### config.mk
export PLATFORM = sky130hd
export DESIGN_NAME = add_sub_pipe
export DESIGN_NICKNAME = d
export VERILOG_FILES = /design/src/rtl/add_sub_pkg.sv /design/src/rtl/add_slice.sv /design/src/rtl/add_sub_pipe.sv
export SDC_FILE = /design/constraint.sdc
export NUM_CORES = 1
export LEC_CHECK = 0
export CAP_MARGIN = 10
export CORE_MARGIN = 8
export CORE_UTILIZATION = 35
export CTS_CLUSTER_DIAMETER = 60
export CTS_CLUSTER_SIZE = 8
export DETAILED_ROUTE_END_ITERATION = 8
export PLACE_DENSITY_LB_ADDON = 0.05
export SYNTH_ARGS = -nofsm -noshare
export SYNTH_HDL_FRONTEND = slang
export SYNTH_SLANG_ARGS = --single-unit
### constraint.sdc
create_clock -name clk -period 7.25 [get_ports clk]
set_clock_uncertainty 0.2 [all_clocks]
set_input_delay 1.0875 -clock clk [delete_from_list [all_inputs] [get_ports clk]]
set_output_delay 1.0875 -clock clk [all_outputs]
set_load 0.02 [all_outputs]
### src/rtl/add_sub_pkg.sv
// Shared types and helpers for the pipelined adder/subtractor.
// Holds the full-adder equations, the overflow rule and the
// elaboration-time parameter check.

`ifndef ADD_SUB_PKG_SV
`define ADD_SUB_PKG_SV

// Elaboration guard: the operand must split into STAGES equal slices.
`define ADD_SUB_CHECK_PARAMS(W, S) \
    if ((S) < 1) begin : g_bad_stages \
        $error("add_sub_pipe: STAGES must be at least 1"); \
    end else if (((W) % (S)) != 0) begin : g_bad_split \
        $error("add_sub_pipe: WIDTH must be a multiple of STAGES"); \
    end

package add_sub_pkg;

    // Per-stage control bits travelling alongside the datapath slices.
    typedef struct packed {
        logic valid;   // beat present in this stage
        logic carry;   // carry out of the slice added in this stage
        logic ovf;     // signed overflow, only meaningful in the last stage
    } stage_flags_t;

    // Sum bit of a single full-adder cell.
    function automatic logic fa_sum(input logic x, input logic y, input logic cin);
        return x ^ y ^ cin;
    endfunction

    // Carry bit of a single full-adder cell (majority of the three inputs).
    function automatic logic fa_carry(input logic x, input logic y, input logic cin);
        return (x & y) | (x & cin) | (y & cin);
    endfunction

    // Two's-complement overflow: carry into the MSB disagrees with carry out of it.
    function automatic logic ovf_calc(input logic c_into_msb, input logic c_out_msb);
        return c_into_msb ^ c_out_msb;
    endfunction

endpackage

`endif

### src/rtl/add_slice.sv
// Combinational SLICE-bit ripple-carry adder built from full-adder cells.
// Besides the carry out it exposes the carry into its top bit, which the
// last pipeline stage needs to derive signed overflow.

module add_slice
    import add_sub_pkg::*;
#(
    parameter int SLICE = 4
) (
    input  logic [SLICE-1:0] a,
    input  logic [SLICE-1:0] b,
    input  logic             ci,
    output logic [SLICE-1:0] sum,
    output logic             co,
    output logic             c_msb_in
);

    // carry_s[i] is the carry into bit i; carry_s[SLICE] leaves the slice.
    logic [SLICE:0] carry_s;

    assign carry_s[0] = ci;

    for (genvar i = 0; i < SLICE; i++) begin : g_cell
        assign sum[i]       = fa_sum(a[i], b[i], carry_s[i]);
        assign carry_s[i+1] = fa_carry(a[i], b[i], carry_s[i]);
    end

    assign co       = carry_s[SLICE];
    assign c_msb_in = carry_s[SLICE-1];

endmodule

### src/rtl/add_sub_pipe.sv
// Pipelined two's-complement adder/subtractor.
// The operands are cut into STAGES slices of SLICE bits; stage k adds slice k
// and hands its carry to stage k+1 through a register. Finished result bits
// are shifted in from the top of a "done" vector and the still-pending operand
// bits are shifted down, so every stage always works on bits [SLICE-1:0] of
// its pending operands. The whole pipe advances together and freezes while the
// output beat is held by downstream backpressure.

module add_sub_pipe
    import add_sub_pkg::*;
#(
    parameter int WIDTH  = 16,
    parameter int STAGES = 4
) (
    input  logic             clk,
    input  logic             rst,
    input  logic             in_valid,
    output logic             in_ready,
    input  logic [WIDTH-1:0] a,
    input  logic [WIDTH-1:0] b,
    input  logic             ci,
    input  logic             sub,
    output logic             out_valid,
    input  logic             out_ready,
    output logic [WIDTH-1:0] sum,
    output logic             co,
    output logic             ovf
);

    `ADD_SUB_CHECK_PARAMS(WIDTH, STAGES)

    localparam int SLICE = WIDTH / STAGES;

    // Contents of one pipeline register.
    typedef struct packed {
        stage_flags_t     flags;
        logic [WIDTH-1:0] done;   // finished result bits, aligned to the top
        logic [WIDTH-1:0] pa;     // operand A bits not yet added, aligned to bit 0
        logic [WIDTH-1:0] pb;     // operand B bits (already inverted for sub), aligned to bit 0
    } stage_t;

    stage_t stage_q [STAGES];
    stage_t stage_d [STAGES];
    logic   adv_s;

    // The pipe moves whenever the output slot is empty or being taken.
    assign adv_s    = !stage_q[STAGES-1].flags.valid || out_ready;
    assign in_ready = adv_s;

    for (genvar k = 0; k < STAGES; k++) begin : g_stage
        stage_t           in_s;
        stage_t           d_s;
        logic [SLICE-1:0] slice_sum_s;
        logic             slice_co_s;
        logic             slice_cmsb_s;
        logic             unused_in_s;

        if (k == 0) begin : g_first
            // Stage 0 captures the operands; subtraction inverts b and the borrow-in here.
            always_comb begin
                in_s             = '0;
                in_s.flags.valid = in_valid;
                in_s.flags.carry = sub ^ ci;
                in_s.pa          = a;
                if (sub) begin
                    in_s.pb = ~b;
                end else begin
                    in_s.pb = b;
                end
            end
        end else begin : g_next
            // Later stages consume the register of the previous stage.
            always_comb begin
                in_s = stage_q[k-1];
            end
        end

        add_slice #(
            .SLICE(SLICE)
        ) u_slice (
            .a        (in_s.pa[SLICE-1:0]),
            .b        (in_s.pb[SLICE-1:0]),
            .ci       (in_s.flags.carry),
            .sum      (slice_sum_s),
            .co       (slice_co_s),
            .c_msb_in (slice_cmsb_s)
        );

        // Next-state of this stage: add the low slice, shift result in and pending bits down.
        always_comb begin
            d_s             = '0;
            d_s.flags.valid = in_s.flags.valid;
            d_s.flags.carry = slice_co_s;
            d_s.flags.ovf   = (k == STAGES - 1) ? ovf_calc(slice_cmsb_s, slice_co_s) : 1'b0;
            d_s.done        = (in_s.done >> SLICE) | (WIDTH'(slice_sum_s) << (WIDTH - SLICE));
            d_s.pa          = in_s.pa >> SLICE;
            d_s.pb          = in_s.pb >> SLICE;
        end

        assign stage_d[k]  = d_s;
        // The incoming overflow flag is always recomputed, never forwarded.
        assign unused_in_s = in_s.flags.ovf;
    end

    // Pipeline registers: cleared by reset, advanced together, frozen on stall.
    always_ff @(posedge clk or posedge rst) begin
        if (rst) begin
            for (int k = 0; k < STAGES; k++) begin
                stage_q[k] <= '0;
            end
        end else if (adv_s) begin
            for (int k = 0; k < STAGES; k++) begin
                stage_q[k] <= stage_d[k];
            end
        end
    end

    assign out_valid = stage_q[STAGES-1].flags.valid;
    assign sum       = stage_q[STAGES-1].done;
    assign co        = stage_q[STAGES-1].flags.carry;
    assign ovf       = stage_q[STAGES-1].flags.ovf;

    // After the last stage no operand bits remain pending.
    logic unused_q_s;
    assign unused_q_s = ^{stage_q[STAGES-1].pa, stage_q[STAGES-1].pb};

endmodule

==> reports/metrics.cfg, run 1 <==
[timing]
hold_violations = 0
worstMarginPinSlew_ps = 779.4
fmax_ghz = 0.2260
post-route-min-period_ps = 4425
setup_viol = 0
min_period_over_period_pct = 61.04
rsz0062_at_grt = no
max-slew-margin-rel_pct = 48.04
drv_slew = 0
fin_tns_setup_ps = 0

[pwr]
p_per_area_mw_per_mm2 = 421.1
power_mw = 2.188
ir_worst_vdd_v = 0.0001462
p_leak_nw = 2.234

[yosys]
synth_top_cell_by_area = dfrtp_1
synth.distinct_cells = 14
yosysSeqAreaShare_pct = 57.43
yosysMostFrequentCell = dfrtp_1
synth-async-reset-ratio_pct = 100.0
syn_inst = 278
yosysTopAreaCellShare_pct = 57.43
synth_edf_count = 0
ys_top_cells_by_count = dfrtp_1 (97), mux2_2 (79), inv_1 (26)
synth_area_mm2 = 0.004227
postSynthAreaPerCell_um2 = 15.20
ys_seq_elements = 97
yosys-top-cells-area = dfrtp_1 (57%), mux2_2 (21%), fa_1 (7.6%), xor2_1 (2.7%), inv_1 (2.3%)
synthFlopType = dfrtp_1
synth_nets = 332
yosysWarnings = 0

[floorplanning]
core_area_mm2 = 0.01191
dieArea_mm2 = 0.01585
fp-row-count = 40
die_x_um = 125.9
io-pin-count = 58
die_y_um = 125.9
start_util_pct = 35.48

[cells_and_area]
diodes = 0
register_area_mm2 = 0.002427
syn_to_final_growth_pct = 22.94
nNetsFinal = 389
fillCellCount = 1146
multi_input_area_mm2 = 0.001600
finalInstanceArea_mm2 = 0.005196
drive_above_1_share_pct = 29.41
fin_cells = 487

[global_routing]
overflow = 0
grt_pass1_vias = 2413
grt_usage_pct = 10.30
grt_start_max_net_pins = 63
antenna_found_initial = 0
grt_pass1_wl_um = 12700

[worst_setup_path]
cp_max_fo = 40
critPathRequiredTime_ps = 5960
cp-end-kind = output port
worst-path-buf-inv = 2
arrival_ps = 3140
slowest_delay_ps = 740
crit_type = primary input to output port
crit_family = buffers and inverters
r2r_slack_ps = 4690
worst_path_max_delay_cell = clkdlybuf4s50_1
cpMostUsedCell = clkdlybuf4s50_1
cp-start-kind = primary input
path_cells = clkdlybuf4s50_1 -> nand2b_4 -> clkdlybuf4s50_1

[drt]
final_antenna_net_count = 0
viasPerCell = 4.569
vias = 2225
remaining_drc_errors = 0
drt-pass1-iter-count = 3
totalWireLength_um = 7450
avgRoutedWirePerCell_um = 15.30
drt-initial-drc-count = 155

[clock_tree]
cts_max_path_buffers = 2
path_clk_slew_ps = 60
clock-sinks = 97
cts_hold_buf = 0
post-cts-setup-buffers = 0
ctsHtreeMaxLevel = 3
cts_root_buf = clkbuf_16
cts_tree = built
cts_buffers = 9
clkLatencyLatePin_ps = 340
cts_resized = 0

[hold_path]
hp-class = register to register

[outcome]
status = finished clean

[place]
dp_hpwl_um = 5126
place_area_mm2 = 0.004905
portBuffers = 57
place_inst = 471
gp_congestion = 0.6814

[flow_run]
maxCapViolCount = 0

-- kinds of logic after synthesis --
family | count (synthesis) | synth area share (%)
flip-flops | 97 | 57.43
multiplexers | 87 | 23.42
AND/OR/NAND/NOR | 11 | 2.072
buffers and inverters | 40 | 4.707
AO/OA/AOI/OAI | 9 | 1.066
XOR/XNOR | 18 | 3.730
adder cells (fa/ha/maj) | 16 | 7.579
-- routing by layer --
layer / track usage, % / part of all wire (%) / vias up
met4: 4.034 / 1.5 / 0
met1: 12.90 / 45 / 1144
met3: 4.388 / 4.8 / 11
li1: - / - / 1032
met5: 0 / 0 / -
met2: 15.40 / 48 / 38
-- final cells by class --
cell class	count	area share, %
repair buffers	60	11.41
flip-flops and latches	97	46.71
well taps	147	3.540
multi-input cells	141	30.80
inverters	26	1.926
clock inverters	2	0.7224
clock buffers	14	4.888
-- through the flow --
stage	setup slack (ps)	utilization, %	hold WS, ps
2_1_floorplan	3429	-	230.5
3_3_place_gp	2792	41.18	269.6
3_5_place_dp	2776	41.18	262.7
4_1_cts	2771	43.62	293.9
5_1_grt	2690	43.62	311.6
6_report	2825	43.62	287.8
-- cells in the final DEF, fill, tap and decap left out --
cell and instances:
dfrtp_1 97, mux2_2 79, clkdlybuf4s50_1 57, inv_1 25
fa_1 16, xor2_1 13, nor3b_1 9, a21oi_1 9
clkbuf_16 9, xnor2_1 5, mux2_4 4, mux2i_1 4
clkbuf_1 4, buf_4 3, nand2b_4 1, inv_4 1
nand2b_1 1, clkbuf_8 1, clkinvlp_4 1, bufinv_16 1
-- path summary, 6_finish.rpt --
path	start	endpoint	cells after the start
max in group asynchronous	rst	g_stage[2].in_s[42]	3
min in group asynchronous	rst	g_stage[1].d_s[17]	2
worst min-delay path	g_stage[3].d_s[50]	out_valid	1
worst min register to register	g_stage[3].d_s[50]	out_valid	1
worst max register to register	g_stage[3].in_s[0]	ovf	9
worst max-delay path	out_ready	in_ready	3
-- sequential cells by signal (all words and copies together), names as in the netlist --
register,cells
sum,16
co,1
g_stage.in_s,51
g_stage.d_s,27
out_valid,1
ovf,1
-- power by group --
part / internal (mW) / switching, mW / total, mW
Sequential: 0.787 / 0.132 / 0.920
Combinational: 0.462 / 0.338 / 0.800
Clock: 0.277 / 0.191 / 0.468
Total: 1.53 / 0.661 / 2.19
No activity file was read; power rests on OpenSTA's default activity.
==> inputs of run 2 (changes only) <==
Clock period 7.25 ns to 4.36 ns, I/O delays scaled along.
==> reports/metrics.cfg, run 2 (same netlist as run 1, synthesis figures left out) <==
[clock_tree]
cts_tree = built  ; unchanged
cts_resized = 0  ; unchanged
clkLatencyLatePin_ps = 340  ; about the same
cts_buffers = 9  ; unchanged
cts_root_buf = clkbuf_16  ; unchanged
ctsHtreeMaxLevel = 3  ; unchanged
clock-sinks = 97  ; unchanged
cts_hold_buf = 0  ; unchanged
post-cts-setup-buffers = 0  ; unchanged
path_clk_slew_ps = 60  ; about the same
cts_max_path_buffers = 2  ; unchanged

[global_routing]
grt_start_max_net_pins = 58  ; was 63
grt_pass1_wl_um = 12970  ; was 12700 um
overflow = 0  ; unchanged
grt_usage_pct = 10.53  ; was 10.30%
antenna_found_initial = 0  ; unchanged
grt_pass1_vias = 2501  ; was 2413

[worst_setup_path]
timing.rr.start = g_stage[3].in_s[0]  ; unchanged
cp-end-kind = register  ; was output port
worstReg2RegEnd = ovf  ; unchanged
reg2regPathDepth = 9  ; unchanged
r2r_slack_ps = 1790  ; was 4690 ps
crit_type = primary input to register  ; was primary input to output port
critPathRequiredTime_ps = 4380  ; was 5960 ps
cp_max_fo = 15  ; was 40
arrival_ps = 3260  ; was 3140 ps
cp-start-kind = primary input  ; unchanged

[hold_path]
min_to = out_valid  ; unchanged
worstHoldStart = g_stage[3].d_s[50]  ; unchanged
min_delay_path_depth = 1  ; unchanged
hp-class = register to register  ; unchanged

[timing]
drv_slew = 0  ; unchanged
fin_tns_setup_ps = 0  ; unchanged
rsz0062_at_grt = no  ; unchanged
post-route-min-period_ps = 3240
min_period_over_period_pct = 74.31
fmax_ghz = 0.3087
worstMarginPinSlew_ps = 741.0  ; was 779.4 ps
hold_ws_ps = 277.0  ; was 287.8 ps
max-slew-margin-rel_pct = 50.60  ; was 48.04%
setup_slack_ps = 1120  ; was 2825 ps
hold_violations = 0  ; unchanged
setup_viol = 0  ; unchanged

[cells_and_area]
fin_cells = 488  ; was 487
utilization_pct = 43.80  ; was 43.62%
diodes = 0  ; unchanged
finalInstanceArea_mm2 = 0.005218  ; was 0.005196 mm^2
syn_to_final_growth_pct = 23.45  ; was 22.94%
drive_above_1_share_pct = 30.21  ; was 29.41%
final_common_cell = dfrtp_1  ; unchanged
largest_register_ffs = 51  ; unchanged
fillCellCount = 1126  ; was 1146
nNetsFinal = 391  ; was 389
layout_common_cells = dfrtp_1 (97), mux2_2 (79), clkdlybuf4s50_1 (57), inv_1 (25), fa_1 (16)  ; unchanged

[floorplanning]
fp-row-count = 40  ; unchanged
io-pin-count = 58  ; unchanged
die_y_um = 125.9  ; unchanged
core_area_mm2 = 0.01191  ; unchanged
dieArea_mm2 = 0.01585  ; unchanged
start_util_pct = 35.48  ; unchanged
die_x_um = 125.9  ; unchanged

[flow_run]
maxCapViolCount = 0  ; unchanged

[outcome]
status = finished clean  ; unchanged

[pwr]
power_mw = 3.629  ; was 2.188 mW
p_leak_nw = 2.248  ; was 2.234 nW
swShare_pct = 29.96  ; was 30.22%
ir_worst_vdd_v = 0.0002939  ; was 0.0001462 V
p_seq_share_pct = 42.2  ; was 42.0%
combPwrFrac_pct = 36.1  ; was 36.6%
p_switching_mw = 1.087  ; was 661.3 uW
pwr-share-clk_pct = 21.7  ; was 21.4%
p_per_area_mw_per_mm2 = 695.6  ; was 421.1 mW/mm^2
internal_power_mw = 2.542  ; was 1.527 mW

[place]
post-place-ws_ps = 731.2  ; was 2776 ps
portBuffers = 57  ; unchanged
place_area_mm2 = 0.004920  ; was 0.004905 mm^2
dp_hpwl_um = 5112  ; was 5126 um
place_inst = 473  ; was 471
gp_congestion = 0.6481  ; was 0.6814

[drt]
remaining_drc_errors = 0  ; unchanged
vias = 2237  ; was 2225
avgRoutedWirePerCell_um = 15.42  ; was 15.30 um
totalWireLength_um = 7523  ; was 7450 um
viasPerCell = 4.584  ; was 4.569
final_antenna_net_count = 0  ; unchanged
drt-pass1-iter-count = 3  ; unchanged
drt-initial-drc-count = 139  ; was 155

run 2: cell types whose count changed in the layout (fill, tap and decap cells not counted), sizes merged:
cell    before  now
clkbuf      14   13
buf          3    5
run 2: power groups by stage:
stage | registers, mW | logic [mW] | clock network [mW]
floorplan | 1.60 | 0.869 | 0
global placement | 1.55 | 1.33 | 0
detailed placement | 1.56 | 1.35 | 0
CTS | 1.54 | 1.35 | 0.823
global route | 1.60 | 1.47 | 0.851
finish | 1.53 | 1.31 | 0.787
run 2: final cells by class:
class | count | area, um^2 | area share, %
multi-input combinational | 141 | 1600 | 30.67
sequential | 97 | 2427 | 46.52
timing repair buffer | 62 | 608.1 | 11.65
inverter | 26 | 100.1 | 1.918
tap | 147 | 183.9 | 3.525
clock buffer | 13 | 260.3 | 4.988
clock inverter | 2 | 37.54 | 0.7194
run 2: per-layer routing:
layer	GRT usage (%)	part of all wire, %
met2	16.16	48
met5	0	0
met1	12.95	45
met3	3.713	4.5
met4	5.096	2.0
run 2: worst max path at each step:
stage                     startpoint  slack (ps)                  end  depth (start not counted)
after floorplan                  rst         970                   co                          1
after global placement           sub         770  g_stage[1].in_s[47]                          8
after detailed placement         sub         730  g_stage[1].in_s[47]                          8
after CTS                        sub        1100  g_stage[1].in_s[47]                          8
after global routing             sub        1000  g_stage[1].in_s[47]                          8
final                            sub        1120  g_stage[1].in_s[47]                          8
run 2: critical path: stages:
cell             delay, ps
clkdlybuf4s50_1        610
buf_4                  330
xnor2_1                140
fa_1                   410
fa_1                   370
inv_1                   80
fa_1                   400
mux2_2                 260
==> inputs of run 3 (changes only) <==
Clock period 4.36 ns to 3.2 ns, I/O delays scaled along.
==> reports/metrics.cfg, run 3 (same netlist as run 1, synthesis figures left out) <==
[timing]
rsz0062_at_grt = no  ; unchanged
fmax_ghz = 0.3378
hold_violations = 0  ; unchanged
post-route-min-period_ps = 2960
setup_slack_ps = 239.9  ; was 1120 ps
worstMarginPinSlew_ps = 560.8  ; was 741.0 ps
setup_viol = 0  ; unchanged
drv_slew = 0  ; unchanged
max-slew-margin-rel_pct = 62.61  ; was 50.60%
min_period_over_period_pct = 92.50

[pwr]
swShare_pct = 29.91  ; was 29.96%
p_leak_nw = 2.265  ; was 2.248 nW
pwr-share-clk_pct = 22.1  ; was 21.7%
ir_worst_vdd_v = 0.0003660  ; was 0.0002939 V
p_per_area_mw_per_mm2 = 949.8  ; was 695.6 mW/mm^2
internal_power_mw = 3.498  ; was 2.542 mW
power_mw = 4.991  ; was 3.629 mW
p_seq_share_pct = 41.8  ; was 42.2%
combPwrFrac_pct = 36.0  ; was 36.1%
p_switching_mw = 1.493  ; was 1.087 mW

[clock_tree]
ctsHtreeMaxLevel = 3  ; unchanged
cts_max_path_buffers = 2  ; unchanged
clock-sinks = 97  ; unchanged
cts_hold_buf = 0  ; unchanged
post-cts-setup-buffers = 0  ; unchanged
cts_resized = 0  ; unchanged
path_clk_slew_ps = 60  ; about the same
cts_tree = built  ; unchanged
clkLatencyLatePin_ps = 340  ; about the same
cts_root_buf = clkbuf_16  ; unchanged
cts_buffers = 9  ; unchanged

[worst_setup_path]
crit_family = adder cells  ; unchanged
cpMostUsedCell = fa_1  ; unchanged
slowest_delay_ps = 550  ; was 610 ps
worst_path_max_delay_cell = clkdlybuf4s50_1  ; unchanged
arrival_ps = 2990  ; was 3260 ps
cp_max_fo = 3  ; was 15
worst-path-buf-inv = 3  ; unchanged
cp-start-kind = primary input  ; unchanged
critPathRequiredTime_ps = 3230  ; was 4380 ps
cp-end-kind = register  ; unchanged
crit_type = primary input to register  ; unchanged
path_cells = clkdlybuf4s50_1 -> xor2_1 -> fa_1 -> inv_1 -> fa_1 -> fa_1 -> inv_1 -> fa_1 -> mux2_2  ; was clkdlybuf4s50_1 -> buf_4 -> xnor2_1 -> fa_1 -> fa_1 -> inv_1 -> fa_1 -> mux2_2

[drt]
final_antenna_net_count = 0  ; unchanged
vias = 2190  ; was 2237
avgRoutedWirePerCell_um = 15.70  ; was 15.42 um
drt-initial-drc-count = 118  ; was 139
drt-pass1-iter-count = 3  ; unchanged
totalWireLength_um = 7677  ; was 7523 um
remaining_drc_errors = 0  ; unchanged
viasPerCell = 4.479  ; was 4.584

[cells_and_area]
layout_common_cells = dfrtp_1 (97), mux2_2 (79), clkdlybuf4s50_1 (57), inv_1 (25), fa_1 (16)  ; unchanged
final_common_cell = dfrtp_1  ; unchanged
utilization_pct = 44.12  ; was 43.80%
nNetsFinal = 391  ; unchanged
syn_to_final_growth_pct = 24.33  ; was 23.45%
drive_above_1_share_pct = 30.41  ; was 30.21%
fillCellCount = 1126  ; unchanged
largest_register_ffs = 51  ; unchanged
fin_cells = 489  ; was 488
diodes = 0  ; unchanged

[global_routing]
grt_pass1_wl_um = 12680  ; was 12970 um
antenna_found_initial = 0  ; unchanged
grt_pass1_vias = 2374  ; was 2501
overflow = 0  ; unchanged
grt_start_max_net_pins = 98  ; was 58
grt_usage_pct = 10.49  ; was 10.53%

[floorplanning]
core_area_mm2 = 0.01191  ; unchanged
io-pin-count = 58  ; unchanged
fp-row-count = 40  ; unchanged
start_util_pct = 35.48  ; unchanged
die_y_um = 125.9  ; unchanged
dieArea_mm2 = 0.01585  ; unchanged
die_x_um = 125.9  ; unchanged

[outcome]
status = finished clean  ; unchanged

[place]
portBuffers = 57  ; unchanged
post-place-ws_ps = -163.1  ; was 731.2 ps
dp_hpwl_um = 4916  ; was 5112 um
gp_congestion = 0.6616  ; was 0.6481
place_inst = 473  ; unchanged

[flow_run]
maxCapViolCount = 0  ; unchanged

[hold_path]
hp-class = register to register  ; unchanged

## run 3: cell types whose count changed in the layout (fill, tap and decap cells not counted), sizes merged
cell	previous run	this run
clkbuf	13	14
clkinv	0	1
inv	26	25
## run 3: routing by layer
metal  vias to the layer above  GRT usage [%]  part of all wire (%)
li1                       1029              -                     -
met3                        10          4.008                   4.7
met2                        34          16.60                    50
met4                         0          4.883                   1.9
met5                         -              0                     0
met1                      1117          12.37                    44
## run 3: worst paths after layout
path,depth (start not counted),slack [ps],to,from
min in group asynchronous,3,420,g_stage[2].in_s[41],rst
max,9,240,g_stage[1].in_s[47],sub
min reg2reg,1,280,out_valid,g_stage[3].d_s[50]
max in group asynchronous,3,1960,g_stage[1].d_s[16],rst
max reg2reg,9,610,ovf,g_stage[3].in_s[0]
min,1,280,out_valid,g_stage[3].d_s[50]
## run 3: worst register-to-register path, delay by kind of cell, from the launching register on
kind,cells,cell delay (ps)
XOR/XNOR,1,140
adder cells (fa/ha/maj),4,1310
buffers and inverters,3,220
flip-flops,1,340
multiplexers,1,260
## run 3: layout make-up
type	count	area [um^2]	share of cell area (%)
clock buffer	14	274.0	5.214
clock inverter	2	35.03	0.6667
inverter	26	101.3	1.929
multi-input combinational	141	1600	30.45
sequential	97	2427	46.19
tap	147	183.9	3.500
timing repair buffer	62	633.1	12.05
## run 3: power by group through the flow
| stage | clock, mW | combinational, mW | sequential [mW] |
|---|---|---|---|
| floorplan | 0 | 1.18 | 2.18 |
| global placement | 0 | 1.82 | 2.11 |
| detailed placement | 0 | 1.84 | 2.13 |
| CTS | 1.16 | 1.85 | 2.10 |
| global route | 1.19 | 2.00 | 2.17 |
| finish | 1.10 | 1.80 | 2.09 |
## run 3: through the flow
| step | hold WS (ps) | setup TNS (ps) | cell area, um^2 |
|---|---|---|---|
| floorplan | 230.5 | 0 | 4230 |
| global placement | 255.8 | -99.07 | 4946 |
| detailed placement | 260.7 | -163.1 | 4946 |
| CTS | 275.5 | 0 | 5255 |
| global route | 299.2 | 0 | 5255 |
| finish | 276.3 | 0 | 5255 |
